`src/rtl/datapath_pkg.sv`:
```
// Shared encodings for the two-stage datapath: function-select codes,
// result-source codes and bit positions inside the {V,C,N,Z} flag vector.
package datapath_pkg;

    localparam logic [2:0] FS_ADD = 3'd0;
    localparam logic [2:0] FS_SUB = 3'd1;
    localparam logic [2:0] FS_AND = 3'd2;
    localparam logic [2:0] FS_OR  = 3'd3;
    localparam logic [2:0] FS_XOR = 3'd4;
    localparam logic [2:0] FS_NOT = 3'd5;
    localparam logic [2:0] FS_SHL = 3'd6;
    localparam logic [2:0] FS_SHR = 3'd7;

    localparam logic [1:0] RS_F   = 2'd0;
    localparam logic [1:0] RS_PC  = 2'd1;
    localparam logic [1:0] RS_MEM = 2'd2;
    localparam logic [1:0] RS_IMM = 2'd3;

    localparam int FLAG_Z = 0;
    localparam int FLAG_N = 1;
    localparam int FLAG_C = 2;
    localparam int FLAG_V = 3;

endpackage

```
`src/rtl/reg_file.sv`:
```
// Register file: 2**ADDR_W words, synchronous write and reset,
// three asynchronous read ports (A, B, D).
module reg_file #(
    parameter int WIDTH  = 16,
    parameter int ADDR_W = 4
) (
    input  logic              i_clk,
    input  logic              i_reset,
    input  logic              i_we,
    input  logic [ADDR_W-1:0] i_wa,
    input  logic [WIDTH-1:0]  i_wd,
    input  logic [ADDR_W-1:0] i_ra_a,
    input  logic [ADDR_W-1:0] i_ra_b,
    input  logic [ADDR_W-1:0] i_ra_d,
    output logic [WIDTH-1:0]  o_rd_a,
    output logic [WIDTH-1:0]  o_rd_b,
    output logic [WIDTH-1:0]  o_rd_d
);

    logic [WIDTH-1:0] r_regs [2**ADDR_W];

    // Storage update: reset clears every word, otherwise one write per cycle
    always_ff @(posedge i_clk) begin
        if (i_reset) begin
            for (int i = 0; i < 2**ADDR_W; i++) begin
                r_regs[i] <= {WIDTH{1'b0}};
            end
        end else if (i_we) begin
            r_regs[i_wa] <= i_wd;
        end
    end

    assign o_rd_a = r_regs[i_ra_a];
    assign o_rd_b = r_regs[i_ra_b];
    assign o_rd_d = r_regs[i_ra_d];

endmodule

```
`src/rtl/cpu_datapath_pipe.sv`:
```
// Two-stage CPU datapath (issue / writeback). Define DATAPATH_FWD_EN to bypass
// the writeback result into S, T and Dout; otherwise a hazard stalls issue one cycle.
module cpu_datapath_pipe
    import datapath_pkg::*;
#(
    parameter int WIDTH  = 16,
    parameter int ADDR_W = 4
) (
    input  logic              clk,
    input  logic              reset,
    input  logic              in_valid,
    output logic              in_ready,
    input  logic [ADDR_W-1:0] DA,
    input  logic [ADDR_W-1:0] AA,
    input  logic [ADDR_W-1:0] BA,
    input  logic [2:0]        FS,
    input  logic              MB,
    input  logic [1:0]        result_source,
    input  logic              RW,
    input  logic [WIDTH-1:0]  MemIn,
    input  logic [WIDTH-1:0]  PC,
    output logic [WIDTH-1:0]  MemAddr,
    output logic [WIDTH-1:0]  Dout,
    output logic [3:0]        flags,
    output logic              wb_valid
);

    logic              r_wb_valid;
    logic              r_wb_rw;
    logic [ADDR_W-1:0] r_wb_da;
    logic [WIDTH-1:0]  r_wb_result;
    logic [3:0]        r_flags;

    logic [WIDTH-1:0]    w_rd_a, w_rd_b, w_rd_d;
    logic [WIDTH-1:0]    w_s, w_t_reg, w_t, w_dout;
    logic                w_wb_write, w_haz_a, w_haz_b, w_haz_d;
    logic                w_stall, w_issue, w_we;
    logic [WIDTH:0]      w_sum;
    logic [WIDTH-1:0]    w_alu_f, w_result, w_imm;
    logic                w_alu_c, w_alu_v;
    logic [3:0]          w_new_flags;
    logic [2*ADDR_W-1:0] w_imm_raw;

    // A writeback still in flight is dropped if reset arrives first
    assign w_we = r_wb_valid & r_wb_rw & ~reset;

    reg_file #(.WIDTH(WIDTH), .ADDR_W(ADDR_W)) u_reg_file (
        .i_clk   (clk),
        .i_reset (reset),
        .i_we    (w_we),
        .i_wa    (r_wb_da),
        .i_wd    (r_wb_result),
        .i_ra_a  (AA),
        .i_ra_b  (BA),
        .i_ra_d  (DA),
        .o_rd_a  (w_rd_a),
        .o_rd_b  (w_rd_b),
        .o_rd_d  (w_rd_d)
    );

    assign w_wb_write = r_wb_valid & r_wb_rw;
    assign w_haz_a    = w_wb_write & (r_wb_da == AA);
    assign w_haz_b    = w_wb_write & ~MB & (r_wb_da == BA);
    assign w_haz_d    = w_wb_write & (r_wb_da == DA);

`ifdef DATAPATH_FWD_EN
    assign w_s     = w_haz_a ? r_wb_result : w_rd_a;
    assign w_t_reg = w_haz_b ? r_wb_result : w_rd_b;
    assign w_dout  = w_haz_d ? r_wb_result : w_rd_d;
    assign w_stall = 1'b0;
`else
    // The register file commits at the end of the stall cycle, so one cycle suffices
    assign w_s     = w_rd_a;
    assign w_t_reg = w_rd_b;
    assign w_dout  = w_rd_d;
    assign w_stall = in_valid & (w_haz_a | w_haz_b | w_haz_d);
`endif

    assign w_t      = MB ? {{(WIDTH-ADDR_W){1'b0}}, BA} : w_t_reg;
    assign in_ready = ~reset & ~w_stall;
    assign w_issue  = in_valid & in_ready;
    assign MemAddr  = w_s;
    assign Dout     = w_dout;

    assign w_imm_raw = {AA, BA};
    assign w_imm     = WIDTH'($signed(w_imm_raw));

    // Function unit; SUB computes S + ~T + 1 so the carry out is not-borrow
    always_comb begin
        w_sum   = {(WIDTH+1){1'b0}};
        w_alu_f = {WIDTH{1'b0}};
        w_alu_c = 1'b0;
        w_alu_v = 1'b0;
        case (FS)
            FS_ADD: begin
                w_sum   = {1'b0, w_s} + {1'b0, w_t};
                w_alu_f = w_sum[WIDTH-1:0];
                w_alu_c = w_sum[WIDTH];
                w_alu_v = (w_s[WIDTH-1] == w_t[WIDTH-1]) & (w_alu_f[WIDTH-1] != w_s[WIDTH-1]);
            end
            FS_SUB: begin
                w_sum   = {1'b0, w_s} + {1'b0, ~w_t} + {{WIDTH{1'b0}}, 1'b1};
                w_alu_f = w_sum[WIDTH-1:0];
                w_alu_c = w_sum[WIDTH];
                w_alu_v = (w_s[WIDTH-1] != w_t[WIDTH-1]) & (w_alu_f[WIDTH-1] != w_s[WIDTH-1]);
            end
            FS_AND: w_alu_f = w_s & w_t;
            FS_OR:  w_alu_f = w_s | w_t;
            FS_XOR: w_alu_f = w_s ^ w_t;
            FS_NOT: w_alu_f = ~w_s;
            FS_SHL: begin
                w_alu_f = {w_s[WIDTH-2:0], 1'b0};
                w_alu_c = w_s[WIDTH-1];
            end
            FS_SHR: begin
                w_alu_f = {1'b0, w_s[WIDTH-1:1]};
                w_alu_c = w_s[0];
            end
            default: w_alu_f = {WIDTH{1'b0}};
        endcase
    end

    // Result select and flag vector for the issuing instruction
    always_comb begin
        w_new_flags         = 4'b0000;
        w_new_flags[FLAG_Z] = (w_alu_f == {WIDTH{1'b0}});
        w_new_flags[FLAG_N] = w_alu_f[WIDTH-1];
        w_new_flags[FLAG_C] = w_alu_c;
        w_new_flags[FLAG_V] = w_alu_v;
        case (result_source)
            RS_F:    w_result = w_alu_f;
            RS_PC:   w_result = PC;
            RS_MEM:  w_result = MemIn;
            RS_IMM:  w_result = w_imm;
            default: w_result = w_alu_f;
        endcase
    end

    // Writeback stage and flag register; flags move only on FU-result issues
    always_ff @(posedge clk) begin
        if (reset) begin
            r_wb_valid  <= 1'b0;
            r_wb_rw     <= 1'b0;
            r_wb_da     <= {ADDR_W{1'b0}};
            r_wb_result <= {WIDTH{1'b0}};
            r_flags     <= 4'b0000;
        end else if (w_issue) begin
            r_wb_valid  <= 1'b1;
            r_wb_rw     <= RW;
            r_wb_da     <= DA;
            r_wb_result <= w_result;
            if (result_source == RS_F) begin
                r_flags <= w_new_flags;
            end
        end else begin
            r_wb_valid <= 1'b0;
        end
    end

    assign wb_valid = r_wb_valid;
    assign flags    = r_flags;

endmodule

```
`config.mk`:
```
export PLATFORM = sky130hd
export DESIGN_NAME = cpu_datapath_pipe
export DESIGN_NICKNAME = d
export VERILOG_FILES = /design/src/rtl/datapath_pkg.sv /design/src/rtl/reg_file.sv /design/src/rtl/cpu_datapath_pipe.sv
export SDC_FILE = /design/constraint.sdc
export NUM_CORES = 1
export LEC_CHECK = 0
export CORE_ASPECT_RATIO = 0.8
export CORE_MARGIN = 2
export CORE_UTILIZATION = 56
export DETAILED_ROUTE_END_ITERATION = 7
export HOLD_SLACK_MARGIN = 0.03
export PLACE_DENSITY = 0.78
export SLEW_MARGIN = 20
export SYNTH_ARGS = -nofsm -noshare
export SYNTH_HDL_FRONTEND = slang
export SYNTH_SLANG_ARGS = --single-unit
export TNS_END_PERCENT = 10
```
`constraint.sdc`:
```
create_clock -name clk -period 6.5 [get_ports clk]
set_clock_uncertainty 0.15 [all_clocks]
set_input_delay 1.95 -clock clk [delete_from_list [all_inputs] [get_ports clk]]
set_output_delay 1.95 -clock clk [all_outputs]
set_load 0.01 [all_outputs]
```
---- After elaboration in Yosys (flattened, before gate mapping) ----
Memory sizes are Yosys's and may differ from the RTL's.
Index checks and enable logic that the tools add are counted.
storage, ports and cells
  register bits after elaboration ......... 26
  RAM bits ................................ 256
  input bits .............................. 54
  output and inout bits ................... 38
  memories ................................ 1
memories
  name               words  bits a word  read ports  clocked after memory_dff  write ports  line            source
  u_reg_file.r_regs  16     16           3           0                         16           reg_file.sv:20  logic [WIDTH-1:0] r_regs [2**ADDR_W];
operators by class
  add/subtract/negate cells ............... 3
  equal/unequal tests ..................... 17
  mux-type cells .......................... 14
  bitwise gates (word level) .............. 21
  reductions and logical operators ........ 5
operators by type and width
  cell                   number
  $pmux 16 s8            1
  $pmux 16 s4            1
  $add 16x16->17         2
  $mux 16                2
  $not 16->16            2
  $add 17x1->17 const B  1
  $and 16x16->16         1
  $logic_not 16->1       1
  $or 16x16->16          1
  $reduce_or 16->1       1
  $xor 16x16->16         1
  $eq 3x3->1 const B     4
  $eq 4x4->1             3
  $and 1x1->1            11
  $mux 1                 7
  $eq 3x2->1 const B     2
  $eq 2x2->1 const B     2
  $mux 4                 1
  $pmux 1 s4             1
  $eq 3x1->1 const B     1
  $logic_not 3->1        1
  $ne 1x1->1             3
  $not 1->1              3
  $eq 2x1->1 const B     1
  other kinds (5)        6

---- Logic depth before layout (Yosys ltp) ----
Gate-level depths: netlist (run 1).
  word-level depth ........................ 10
  mapped depth ............................ 21
  gate-level depth less buffers ........... 17

---- Cells and area by module ----
A second synthesis (run 1) with hierarchy kept.
second synthesis, totals
  cell total of the unflattened synthesis .. 1613
  area total of the unflattened synthesis .. 20007.9 um^2
by module, submodules not included
  module             instances  cells an instance  area an instance (um^2)  seq. area each (um^2)
  reg_file           1          996                15265.9                  7687.4
  cpu_datapath_pipe  1          617                4742.0                   520.5

---- Least setup slack after synthesis (run 1) ----
Ideal clock, no wire load.
  path kind ............................... in2reg
  start point ............................. input port BA[0]
  end point ............................... register r_wb_result[15]
  setup time .............................. 0.120 ns
  arrival ................................. 6.675 ns
  slack ................................... -0.445 ns
  stages .................................. 16
  path through ............................ clkbuf_1 clkbuf_1 clkbuf_1 mux4_2 a211oi_1 a211o_1 ha_1 buf_2 inv_1 o31a_1 a31oi_1 o221ai_1 o41a_1 a311o_1 mux4_2 o31a_1
on the way
  cells in the longest elaborated chain, start to end .. 8
  elaborated cells on any way between the ends .. 19
ends and longest elaborated chain
  what                                                                    line                      source
  start, declared                                                         cpu_datapath_pipe.sv:15   input logic [ADDR_W-1:0] BA,
  parallel branches: the longest is 8 deep, another holds $add 16x16->17  --
  end signal, assigned                                                    cpu_datapath_pipe.sv:145  r_wb_result <= {WIDTH{1'b0}};
  end signal, assigned                                                    cpu_datapath_pipe.sv:151  r_wb_result <= w_result;
  end, declared                                                           cpu_datapath_pipe.sv:31   logic [WIDTH-1:0] r_wb_result;
Parallel ways; which one is timed is not known.
A chain may end at the register's enable or synchronous reset.

---- Worst setup path after layout (run 1) ----
  start point ............................. input port AA[2]
  end point ............................... output port MemAddr[15]
on the way
  cells in the longest elaborated chain, start to end .. 1
ends and longest elaborated chain
  what             line                     source
  start, declared  cpu_datapath_pipe.sv:14  input logic [ADDR_W-1:0] AA,
  $mem_v2 16x16    --
  end, declared    cpu_datapath_pipe.sv:22  output logic [WIDTH-1:0] MemAddr,
Every way passes these cells.

==> metrics.csv, run 1 <==
stage;metric;value;unit
job;Max Cap Violations;0;
cts;CTS tree;done;
synth;synth cell count leaders;256 x edfxtp_1, 242 x and2_1, 227 x mux4_2;
cts;CTS H-tree lvls;1;
die;row cnt;62;
worst_setup_path;critical path required time;4.40;ns
placed_design;Placer Congestion;1.05;
synth;share of the synthesized area in the top cell type;37.9;%
worst_setup_path;r2r worst-path depth;16;
grt;Total Routing Usage GR;39.7;%
detailed_routing;vias per cell;7.19;
synth;post-synthesis sequential area ratio;40.4;%
synth;EDFF count, synth;256;
grt;largest net degree at the start of global routing;45;
synth;cell count after synthesis;1637;
cts;Max Root-Sink Buffers;3;
cells_and_area;nets;1918;
detailed_routing;drt total wl;74.5;mm
synth;library cells used by synthesis;70;
sta;Final setup viols;0;
worst_setup_path;Crit. End Element;output port;
worst_setup_path;critical path data arrival time;4.33;ns
die;die area;37800;µm²
synth;top post-synthesis cells by area;edfxtp_1 38%, mux4_2 25%, and2_1 7.5%;
sta;Final Max Slew Viols;0;
sta;unrepaired setup endpoints after global routing;yes;
synth;dominant synthesized flop cell;edfxtp_1;
worst_setup_path;most used cell, CP;buf_4;
pwr;Power Dens Cells;218;nW/µm²
placed_design;IO buf count;91;
detailed_routing;vias;16661;
worst_setup_path;critical-path cell list;buf_4, buf_12, buf_4, mux4_2, mux2i_1, mux2i_2, clkdlybuf4s50_1;
detailed_routing;DR pass1 iterations;6;
placed_design;post-placement setup slack;-0.428;ns
worst_hold_path;hold wc startpoint;r_wb_rw;
cts;clk_lat worst skew;0.59;ns
detailed_routing;Iter 0 DRT Violations;2759;
detailed_routing;ANT nets after route;0;
cts;CTS root buffer;clkbuf_16;
sta;max frequency;156;MHz
worst_setup_path;flop2flop setup slack;1.28;ns
worst_setup_path;Critical Path Start Type;input port;
cts;CTS sink count;282;
pwr;worst vdd ir;0.240;mV
grt;total grt overflow;0;
worst_setup_path;Crit Path Class;input port to output port;
grt;vias in the first global route;16085;
sta;Fin. Hold Viols;0;
pwr;Leak;0.00895;µW
worst_setup_path;Crit Path Max Fanout;32;
cells_and_area;synth-to-layout area growth;17.5;%
die;chip width;217;µm
sta;slew margin rel.;18.7;%
synth;Yosys top cell by area;edfxtp_1;
worst_setup_path;CP peak stage delay;0.77;ns
synth;Netlist Area Pre-Place;20300;µm²
worst_setup_path;Crit-path slowest cell;mux2i_2;
synth;Mean Syn Cell Area;12.4;µm²
die;Die Y;174;µm
synth;top-count cell post-synth;edfxtp_1;
sta;clock period minus worst slack;6.43;ns
die;Core ar.;35800;µm²
die;Initial Utilization;56.7;%
worst_hold_path;worst hold endpoint;r_wb_rw;
synth;Mapped Nets;1741;
outcome;outcome;complete, no violations;
placed_design;placed inst area;22900;µm²
sta;Final period util;98.9;%
sta;worst slew pin tran;1.22;ns
cells_and_area;fin area;23900;µm²
worst_hold_path;Hold Crit Class;register to register;
synth;asr flop ratio synth;0;%
cts;CTS clk-pin slew, worst paths;0.07;ns
cells_and_area;Layout fillers;2598;
cts;cts hold-fix bufs;0;
die;IO Pins;92;
grt;first-pass GRT wire length;108;mm
worst_setup_path;reg-to-reg endpoint;flags[0];
cts;CTS buffer count;30;
placed_design;post-DP HPWL;53.1;mm
synth;Synth Register Bits;282;
worst_hold_path;Hold Crit Depth;2;
sta;PnR worst setup slack;0.0718;ns
detailed_routing;drt drc;0;
synth;Yosys warnings;0;
worst_setup_path;origin of the critical flop-to-flop path;u_reg_file.r_regs[15][0];
grt;antenna violations before repair;2;
detailed_routing;drt wl/cell;32.1;µm
cells_and_area;share of cells above drive strength 1;29.9;%
-- critical path, delay by kind of cell --
kind	cells	cell delay, ns
buf+inv	4	1.30
mux	3	1.05
-- worst max-delay path by stage --
stage / start / to / slack [ns] / cells past startpoint
after floorplan: BA[0] / r_wb_result[13] / -0.11 / 17
after global placement: BA[0] / flags[0] / -0.45 / 19
after detailed placement: BA[0] / flags[0] / -0.43 / 19
after CTS: AA[0] / MemAddr[11] / 0.08 / 10
after global routing: BA[0] / r_wb_result[15] / -0.02 / 20
final: AA[2] / MemAddr[15] / 0.07 / 7
-- kinds of logic after synthesis --
| group | synth area share, % |
|---|---|
| simple gates | 13.8 |
| mux | 28.4 |
| flops | 40.4 |
| compound gates | 8.54 |
| buf+inv | 4.44 |
| fa+ha+maj | 3.16 |
| xor+xnor | 1.21 |
-- flip-flops by register name, summed over array words and instances, names as in the netlist --
| signal | cells |
|---|---|
| r_wb_da | 4 |
| flags | 4 |
| wb_valid | 1 |
| r_wb_rw | 1 |
| r_wb_result | 16 |
| u_reg_file.r_regs | 256 |
-- cell type report --
class | count | area (µm²) | share of cell area (%)
Inverter | 55 | 206 | 0.865
Timing Repair Buffer | 299 | 2560 | 10.7
Clock buffer | 35 | 791 | 3.31
Clock inverter | 19 | 160 | 0.671
Tap cell | 480 | 601 | 2.52
Antenna cell | 1 | 2.50 | 0.0105
Sequential cell | 282 | 8210 | 34.4
Multi-Input combinational cell | 1146 | 11300 | 47.5
-- power breakdown --
| group | leakage (µW) | switching [µW] | internal [µW] |
|---|---|---|---|
| registers | 0.00286 | 109 | 2040 |
| clock network | 0.000447 | 784 | 919 |
| logic | 0.00564 | 709 | 633 |
| total | 0.00895 | 1600 | 3590 |
-- routing by layer --
metal  vias up  routed length [µm]  global-route usage (%)
li1       6663                   -                       -
met5         -                   0                       0
met1      8268               27600                    57.2
met4         0                3660                    16.0
met2      1498               31800                    56.7
met3       232               11500                    11.9
-- timing repair --
item | CTS | global route
pin swaps | 0 | 2
setup buffers | 0 | 0
setup endpoints to repair | 2 | 7
gates cloned | 0 | 0
resized for setup | 1 | 10
-- per-stage QoR --
step	instances	utilization, %	hold WS [ns]	power, µW	TNS (ns)
after global placement	2264	63.8	0.313	3450	-1.85
final	2317	66.6	0.357	5200	0
after floorplan	1637	-	0.299	2900	-0.177
after global routing	2316	66.6	0.362	5330	-0.0243
after CTS	2317	66.4	0.347	5130	0
after detailed placement	2264	63.8	0.338	3470	-2.12
-- placed cells by master (no fill, tap or decap), types with 10 or more instances in the layout --
cell type	instances
o21ai_0	49
clkdlybuf4s50_1	80
nor2_1	62
ha_1	48
buf_4	200
nand2b_1	10
nor4_1	11
nand2_1	92
o211ai_1	12
edfxtp_1	256
buf_12	10
dfxtp_1	26
mux2i_1	42
nor3_1	31
mux2_2	15
o22ai_1	13
mux4_2	227
o21ai_1	14
a211oi_1	29
inv_1	48
a21oi_1	41
clkbuf_16	31
o21ai_2	11
nor2b_1	23
and2_1	242
nand3_1	11
xnor2_1	21
a211o_1	16
Power figures use the tool's default switching activity.
==> run 2, diff against run 1 <==
Settings changed: CORE_UTILIZATION 56 to 58, CTS_BUF_LIST from default to sky130_fd_sc_hd__clkbuf_4 sky130_fd_sc_hd__clkbuf_8, PLACE_DENSITY 0.78 to 0.8.
==> run 2 against run 1 <==
Against the previous run:
- utilization rose by 2.7 points
- sequential share of layout area shrank 0.23 points
- total power hardly changed
- critical endpoint unchanged
==> metrics.csv, run 2 (synthesis gave the netlist of run 1 again) <==
stage;metric;value;unit;change
outcome;outcome;complete, no violations;;
die;row cnt;61;;-1.6%
cells_and_area;share of cells above drive strength 1;31.3;%;+1.4 points
worst_setup_path;Critical Path Start Type;input port;;
pwr;Reg power frac;41.4;%;about the same
cells_and_area;register area;8210;µm²;unchanged
cells_and_area;nets;1949;;+1.6%
detailed_routing;vias per cell;7.20;;+0.17%
pwr;Comb power frac;26.2;%;+0.4 points
cts;post-CTS sizing;0;;-1
detailed_routing;drt wl/cell;32.3;µm;+0.50%
sta;max frequency;155;MHz;-0.21%
die;chip width;213;µm;-1.7%
pwr;overall power;5190;µW;about the same
detailed_routing;ANT nets after route;0;;unchanged
sta;PnR worst setup slack;0.0583;ns;-0.0135 ns
detailed_routing;DR pass1 iterations;6;;unchanged
placed_design;post-placement setup slack;-0.387;ns;+0.0408 ns
cells_and_area;Biggest register;u_reg_file.r_regs;;
sta;worst slew pin tran;1.28;ns;+0.0611 ns
cells_and_area;multi-input logic area;11300;µm²;about the same
sta;unrepaired setup endpoints after global routing;yes;;
pwr;Power Dens Cells;216;nW/µm²;-0.73%
cts;Max Root-Sink Buffers;3;;unchanged
grt;largest net degree at the start of global routing;67;;+49%
sta;Final period util;99.1;%;+0.21 points
worst_setup_path;origin of the critical flop-to-flop path;u_reg_file.r_regs[3][0];;
die;IO Pins;92;;unchanged
sta;Final Max Slew Viols;0;;unchanged
pwr;clock network fraction of design power;32.3;%;-0.5 points
pwr;worst vdd ir;0.168;mV;-30%
worst_hold_path;Hold Crit Class;register to register;;
sta;clock period minus worst slack;6.44;ns;+0.0135 ns
detailed_routing;drt total wl;76.2;mm;+2.3%
sta;Fin. Hold Viols;0;;unchanged
cts;CTS clk-pin slew, worst paths;0.06;ns;about the same
placed_design;Placer Congestion;0.975;;-7.1%
die;Core ar.;34700;µm²;-3.3%
placed_design;post-DP HPWL;53.9;mm;+1.5%
worst_setup_path;Crit Path Max Fanout;8;;-75%
detailed_routing;Iter 0 DRT Violations;3615;;+31%
placed_design;placed inst area;23000;µm²;+0.55%
grt;antenna violations before repair;4;;+2
worst_setup_path;Crit Path Class;input port to output port;;
grt;first-pass GRT wire length;110;mm;+2.4%
cells_and_area;Largest regs;u_reg_file.r_regs (256), r_wb_result (16);;
placed_design;IO buf count;91;;unchanged
pwr;Internal;3580;µW;-0.53%
pwr;NetSw;1620;µW;+0.94%
worst_setup_path;critical path required time;4.40;ns;about the same
cells_and_area;Layout fillers;2511;;-3.3%
die;Initial Utilization;58.6;%;+1.9 points
job;Max Cap Violations;0;;unchanged
cells_and_area;most frequent cells in the layout;256 x edfxtp_1, 242 x and2_1, 227 x mux4_2;;
worst_setup_path;Crit. End Element;output port;;
sta;Final setup viols;0;;unchanged
worst_setup_path;Crit. Startpoint;AA[0];;
cts;CTS buffer count;47;;+57%
cells_and_area;synth-to-layout area growth;18.3;%;
sta;slew margin rel.;14.6;%;-4.1 points
cts;clk_lat worst skew;0.61;ns;+0.02 ns
pwr;sw frac;31.1;%;+0.31 points
grt;Total Routing Usage GR;42.6;%;+3.0 points
cts;cts hold-fix bufs;0;;unchanged
cts;CTS tree;done;;
die;die area;36500;µm²;-3.4%
sta;final setup TNS;0;ns;unchanged
cells_and_area;number of flip-flops in the largest register;256;;unchanged
worst_hold_path;hold wc startpoint;r_wb_rw;;
detailed_routing;drt drc;0;;unchanged
pwr;Leak;0.00909;µW;+1.5%
cts;CTS root buffer;clkbuf_8;;
cts;CTS sink count;282;;unchanged
grt;total grt overflow;0;;unchanged
detailed_routing;vias;16992;;+2.0%
cts;CTS H-tree lvls;2;;+1
cts;Setup Buffers After CTS;0;;unchanged
cells_and_area;commonest non-fill, non-tap cell in the layout;edfxtp_1;;
grt;vias in the first global route;16340;;+1.6%
worst_setup_path;critical path data arrival time;4.34;ns;about the same
die;Die Y;171;µm;-1.7%
cells_and_area;fin area;24000;µm²;+0.66%
## run 2: cell types whose count changed in the layout (fill, tap and decap cells not counted), moves of 4 or more
cell,before,now
clkbuf_8,0,50
clkbuf_1,4,0
clkbuf_4,1,10
clkinv_4,5,0
clkinv_2,1,8
clkbuf_16,31,0
clkinv_1,6,16
buf_4,200,211
## run 2: cell type report
type,count,share of cell area (%)
Antenna cell,3,0.0313
Clock buffer,59,3.15
Clock inverter,29,0.891
Inverter,55,0.860
Multi-Input combinational cell,1146,47.2
Sequential cell,282,34.2
Tap cell,472,2.46
Timing Repair Buffer,313,11.2
## run 2: critical path, cell delays in order
cell             delay, ns
buf_4                 0.17
buf_12                0.16
buf_4                 0.17
mux4_1                0.34
mux2i_1               0.09
mux2i_2               0.76
clkdlybuf4s50_1       0.69
## run 2: stage by stage
step / hold WS, ns / util [%] / std cells
5_1_grt: 0.390 / 69.3 / 2356
3_3_place_gp: 0.323 / 66.3 / 2268
3_5_place_dp: 0.330 / 66.4 / 2268
6_report: 0.339 / 69.3 / 2359
2_1_floorplan: 0.299 / - / 1637
4_1_cts: 0.340 / 69.2 / 2356
## run 2: routing by layer
metal | global-route usage, % | routed length, µm | vias to the layer above
met5 | 0.966 | 0 | -
met4 | 19.4 | 4130 | 0
met3 | 15.0 | 12300 | 328
met2 | 60.4 | 32200 | 1620
met1 | 59.4 | 27600 | 8297
li1 | - | - | 6747
## run 2: power by group through the flow
stage,Clock [µW],Sequential [µW],Combinational (µW)
after floorplan,0,2120,781
after global placement,0,2170,1300
after detailed placement,0,2180,1310
after CTS,1680,2140,1320
after global routing,1740,2150,1430
final,1680,2150,1360
## run 2: worst paths after layout
kind	cells past startpoint	to	slack, ns
worst min register to register	2	r_wb_rw	0.34
worst max register to register	17	flags[0]	1.26
worst max-delay path	7	MemAddr[15]	0.06
worst min-delay path	2	r_wb_rw	0.34
==> run 3, diff against run 2 <==
Settings changed: CORE_UTILIZATION 58 to 69, PLACE_DENSITY 0.8 to 0.89.
Clock period 6.5 ns to 7.71 ns, I/O delays scaled along.
==> run 3 against run 2 <==
Against the previous run:
- total power shrank 21%
- hold slack better by 0.026 ns
- sequential power is 16% lower
- routed wire length down 3.5%
- combinational power shrank 26%
- clock-buffer cell count shrank 2
- clock power down 23%
- non-clock buffer count fell by 146
- cell area shrank 5.8%
- sequential share of layout area grew 2.1 points
- via count is 2.0% lower
- first-iteration DRC count shrank 13%
- critical endpoint is now MemAddr[12]
==> metrics.csv, run 3 (synthesis gave the netlist of run 1 again) <==
stage;metric;value;unit;change
worst_setup_path;Critical Path Start Type;input port;;
cts;CTS buffer count;45;;-4.3%
detailed_routing;met2 WL;31.2;mm;-3.2%
cells_and_area;commonest non-fill, non-tap cell in the layout;edfxtp_1;;
detailed_routing;Iter 0 DRT Violations;3148;;-13%
cells_and_area;synth-to-layout area growth;11.4;%;
cells_and_area;most frequent cells in the layout;256 x edfxtp_1, 242 x and2_1, 227 x mux4_2;;
cells_and_area;multi-input logic area;11300;µm²;about the same
worst_setup_path;CP delay by family, top;buffers and inverters;;
pwr;Power Dens Cells;182;nW/µm²;-16%
pwr;overall power;4120;µW;-21%
grt;total grt overflow;0;;unchanged
placed_design;placed inst area;21700;µm²;-5.5%
pwr;Leak;0.00831;µW;-8.6%
die;chip width;196;µm;-8.2%
sta;clock period minus worst slack;7.43;ns;
die;Initial Utilization;69.7;%;+11 points
cells_and_area;fin area;22600;µm²;-5.8%
detailed_routing;ANT nets after route;0;;unchanged
worst_setup_path;Crit-path slowest cell;buf_4;;
cts;post-CTS sizing;0;;unchanged
worst_setup_path;origin of the critical flop-to-flop path;u_reg_file.r_regs[7][2];;
grt;vias in the first global route;16034;;-1.9%
detailed_routing;DR WL met3;13.6;mm;+11%
worst_setup_path;r2r worst-path depth;18;;+1
sta;worst slew pin tran;1.30;ns;+0.0249 ns
sta;final setup TNS;0;ns;unchanged
cells_and_area;Layout Utilization;77.6;%;+8.3 points
cts;CTS sink count;282;;unchanged
grt;first-pass GRT wire length;105;mm;-4.5%
cts;CTS clk-pin slew, worst paths;0.06;ns;about the same
cts;CTS H-tree lvls;2;;unchanged
cts;cts hold-fix bufs;0;;unchanged
cts;Max Root-Sink Buffers;3;;unchanged
die;row cnt;56;;-8.2%
sta;Fin. Hold Viols;0;;unchanged
worst_hold_path;Hold Crit Class;register to register;;
worst_setup_path;Crit. End Element;output port;;
cts;Setup Buffers After CTS;0;;unchanged
worst_hold_path;worst hold endpoint;flags[0];;
detailed_routing;DR pass1 iterations;6;;unchanged
worst_hold_path;Hold Crit Depth;2;;unchanged
outcome;outcome;complete, no violations;;
placed_design;IO buf count;91;;unchanged
worst_setup_path;critical path required time;5.25;ns;+0.85 ns
die;IO Pins;92;;unchanged
grt;largest net degree at the start of global routing;67;;unchanged
cells_and_area;register area;8210;µm²;unchanged
grt;Total Routing Usage GR;48.5;%;+5.9 points
worst_setup_path;CP bufs+invs;4;;unchanged
worst_setup_path;CP peak stage delay;0.56;ns;-0.20 ns
cells_and_area;Biggest register;u_reg_file.r_regs;;
cts;clk_lat worst skew;0.60;ns;about the same
detailed_routing;vias;16654;;-2.0%
cells_and_area;Largest regs;u_reg_file.r_regs (256), r_wb_result (16);;
cts;CTS root buffer;clkbuf_8;;
placed_design;placed cells;2027;;-11%
cells_and_area;nets;1801;;-7.6%
die;Die Y;157;µm;-8.1%
worst_setup_path;flop2flop setup slack;2.57;ns;+1.31 ns
cells_and_area;number of flip-flops in the largest register;256;;unchanged
die;Core ar.;29100;µm²;-16%
detailed_routing;wire length on met1;23.9;mm;-14%
sta;slew margin rel.;13.0;%;-1.7 points
worst_setup_path;critical path data arrival time;4.97;ns;+0.63 ns
worst_setup_path;Crit Path Max Fanout;38;;+30
job;Max Cap Violations;0;;unchanged
worst_setup_path;critical-path cell list;buf_4, buf_12, mux4_2, mux2i_1, nand2_1, o21ai_1, inv_1, clkdlybuf4s50_1;;
sta;Final period util;96.4;%;
cells_and_area;Layout fillers;1785;;-29%
sta;Final setup viols;0;;unchanged
pwr;worst vdd ir;0.207;mV;+23%
cells_and_area;share of cells above drive strength 1;25.9;%;-5.4 points
worst_hold_path;hold wc startpoint;flags[0];;
grt;antenna violations before repair;3;;-1
sta;unrepaired setup endpoints after global routing;no;;
detailed_routing;drt drc;0;;unchanged
cts;CTS tree;done;;
cells_and_area;Non-Filler Instances;2113;;-10%
sta;max frequency;135;MHz;
worst_setup_path;reg-to-reg endpoint;r_wb_result[13];;
die;die area;30800;µm²;-16%
placed_design;Placer Congestion;1.05;;+7.7%
placed_design;post-DP HPWL;48.6;mm;-9.8%
detailed_routing;vias per cell;7.88;;+9.4%
detailed_routing;drt wl/cell;34.8;µm;+7.7%
worst_setup_path;Crit Path Class;input port to output port;;
detailed_routing;top sig layer;met4;;
sta;Final Max Slew Viols;0;;unchanged
detailed_routing;drt total wl;73.5;mm;-3.5%
## run 3: layout make-up
class	count	area share, %
timing repair buffer	167	6.73
clock buffer	57	3.22
multi-input combinational	1146	50.1
inverter	55	0.912
antenna	3	0.0332
clock inverter	26	0.658
tap	377	2.08
sequential	282	36.3
## run 3: worst max path at each step
stage	start	end	cells past startpoint
6_report	AA[2]	MemAddr[12]	8
5_1_grt	AA[2]	MemAddr[12]	7
4_1_cts	AA[2]	MemAddr[12]	8
3_5_place_dp	BA[0]	r_wb_result[15]	17
3_3_place_gp	BA[0]	r_wb_result[15]	17
2_1_floorplan	BA[0]	r_wb_result[15]	16
## run 3: stage by stage
stage / setup slack [ns] / hold WS [ns]
global placement: 0.381 / 0.309
detailed placement: 0.324 / 0.348
CTS: 0.329 / 0.357
floorplan: 0.402 / 0.299
finish: 0.278 / 0.364
global route: 0.216 / 0.367
## run 3: worst register-to-register path, stage by stage, from the launching register on
cell      delay [ns]
edfxtp_1        0.42
mux4_2          0.51
mux2_2          0.27
o21ai_0         0.18
o31a_1          0.35
inv_1           0.08
ha_1            0.27
a211oi_2        0.38
o21ai_0         0.21
buf_4           0.18
a211oi_1        0.25
buf_4           0.19
o21ai_1         0.12
xor2_1          0.16
a32oi_1         0.16
o21ai_0         0.10
or3_1           0.43
mux4_2          0.46
a21o_1          0.18
## run 3: where the power goes
part,switching (µW),internal (µW),total (µW)
Sequential,89.8,1720,1810
Combinational,568,442,1010
Clock,644,657,1300
Total,1300,2820,4120
## run 3: metal layers
layer | up-vias | track usage, %
li1 | 6431 | -
met1 | 7958 | 62.7
met2 | 1849 | 70.5
met3 | 416 | 20.6
met4 | 0 | 25.8
met5 | - | 0.644
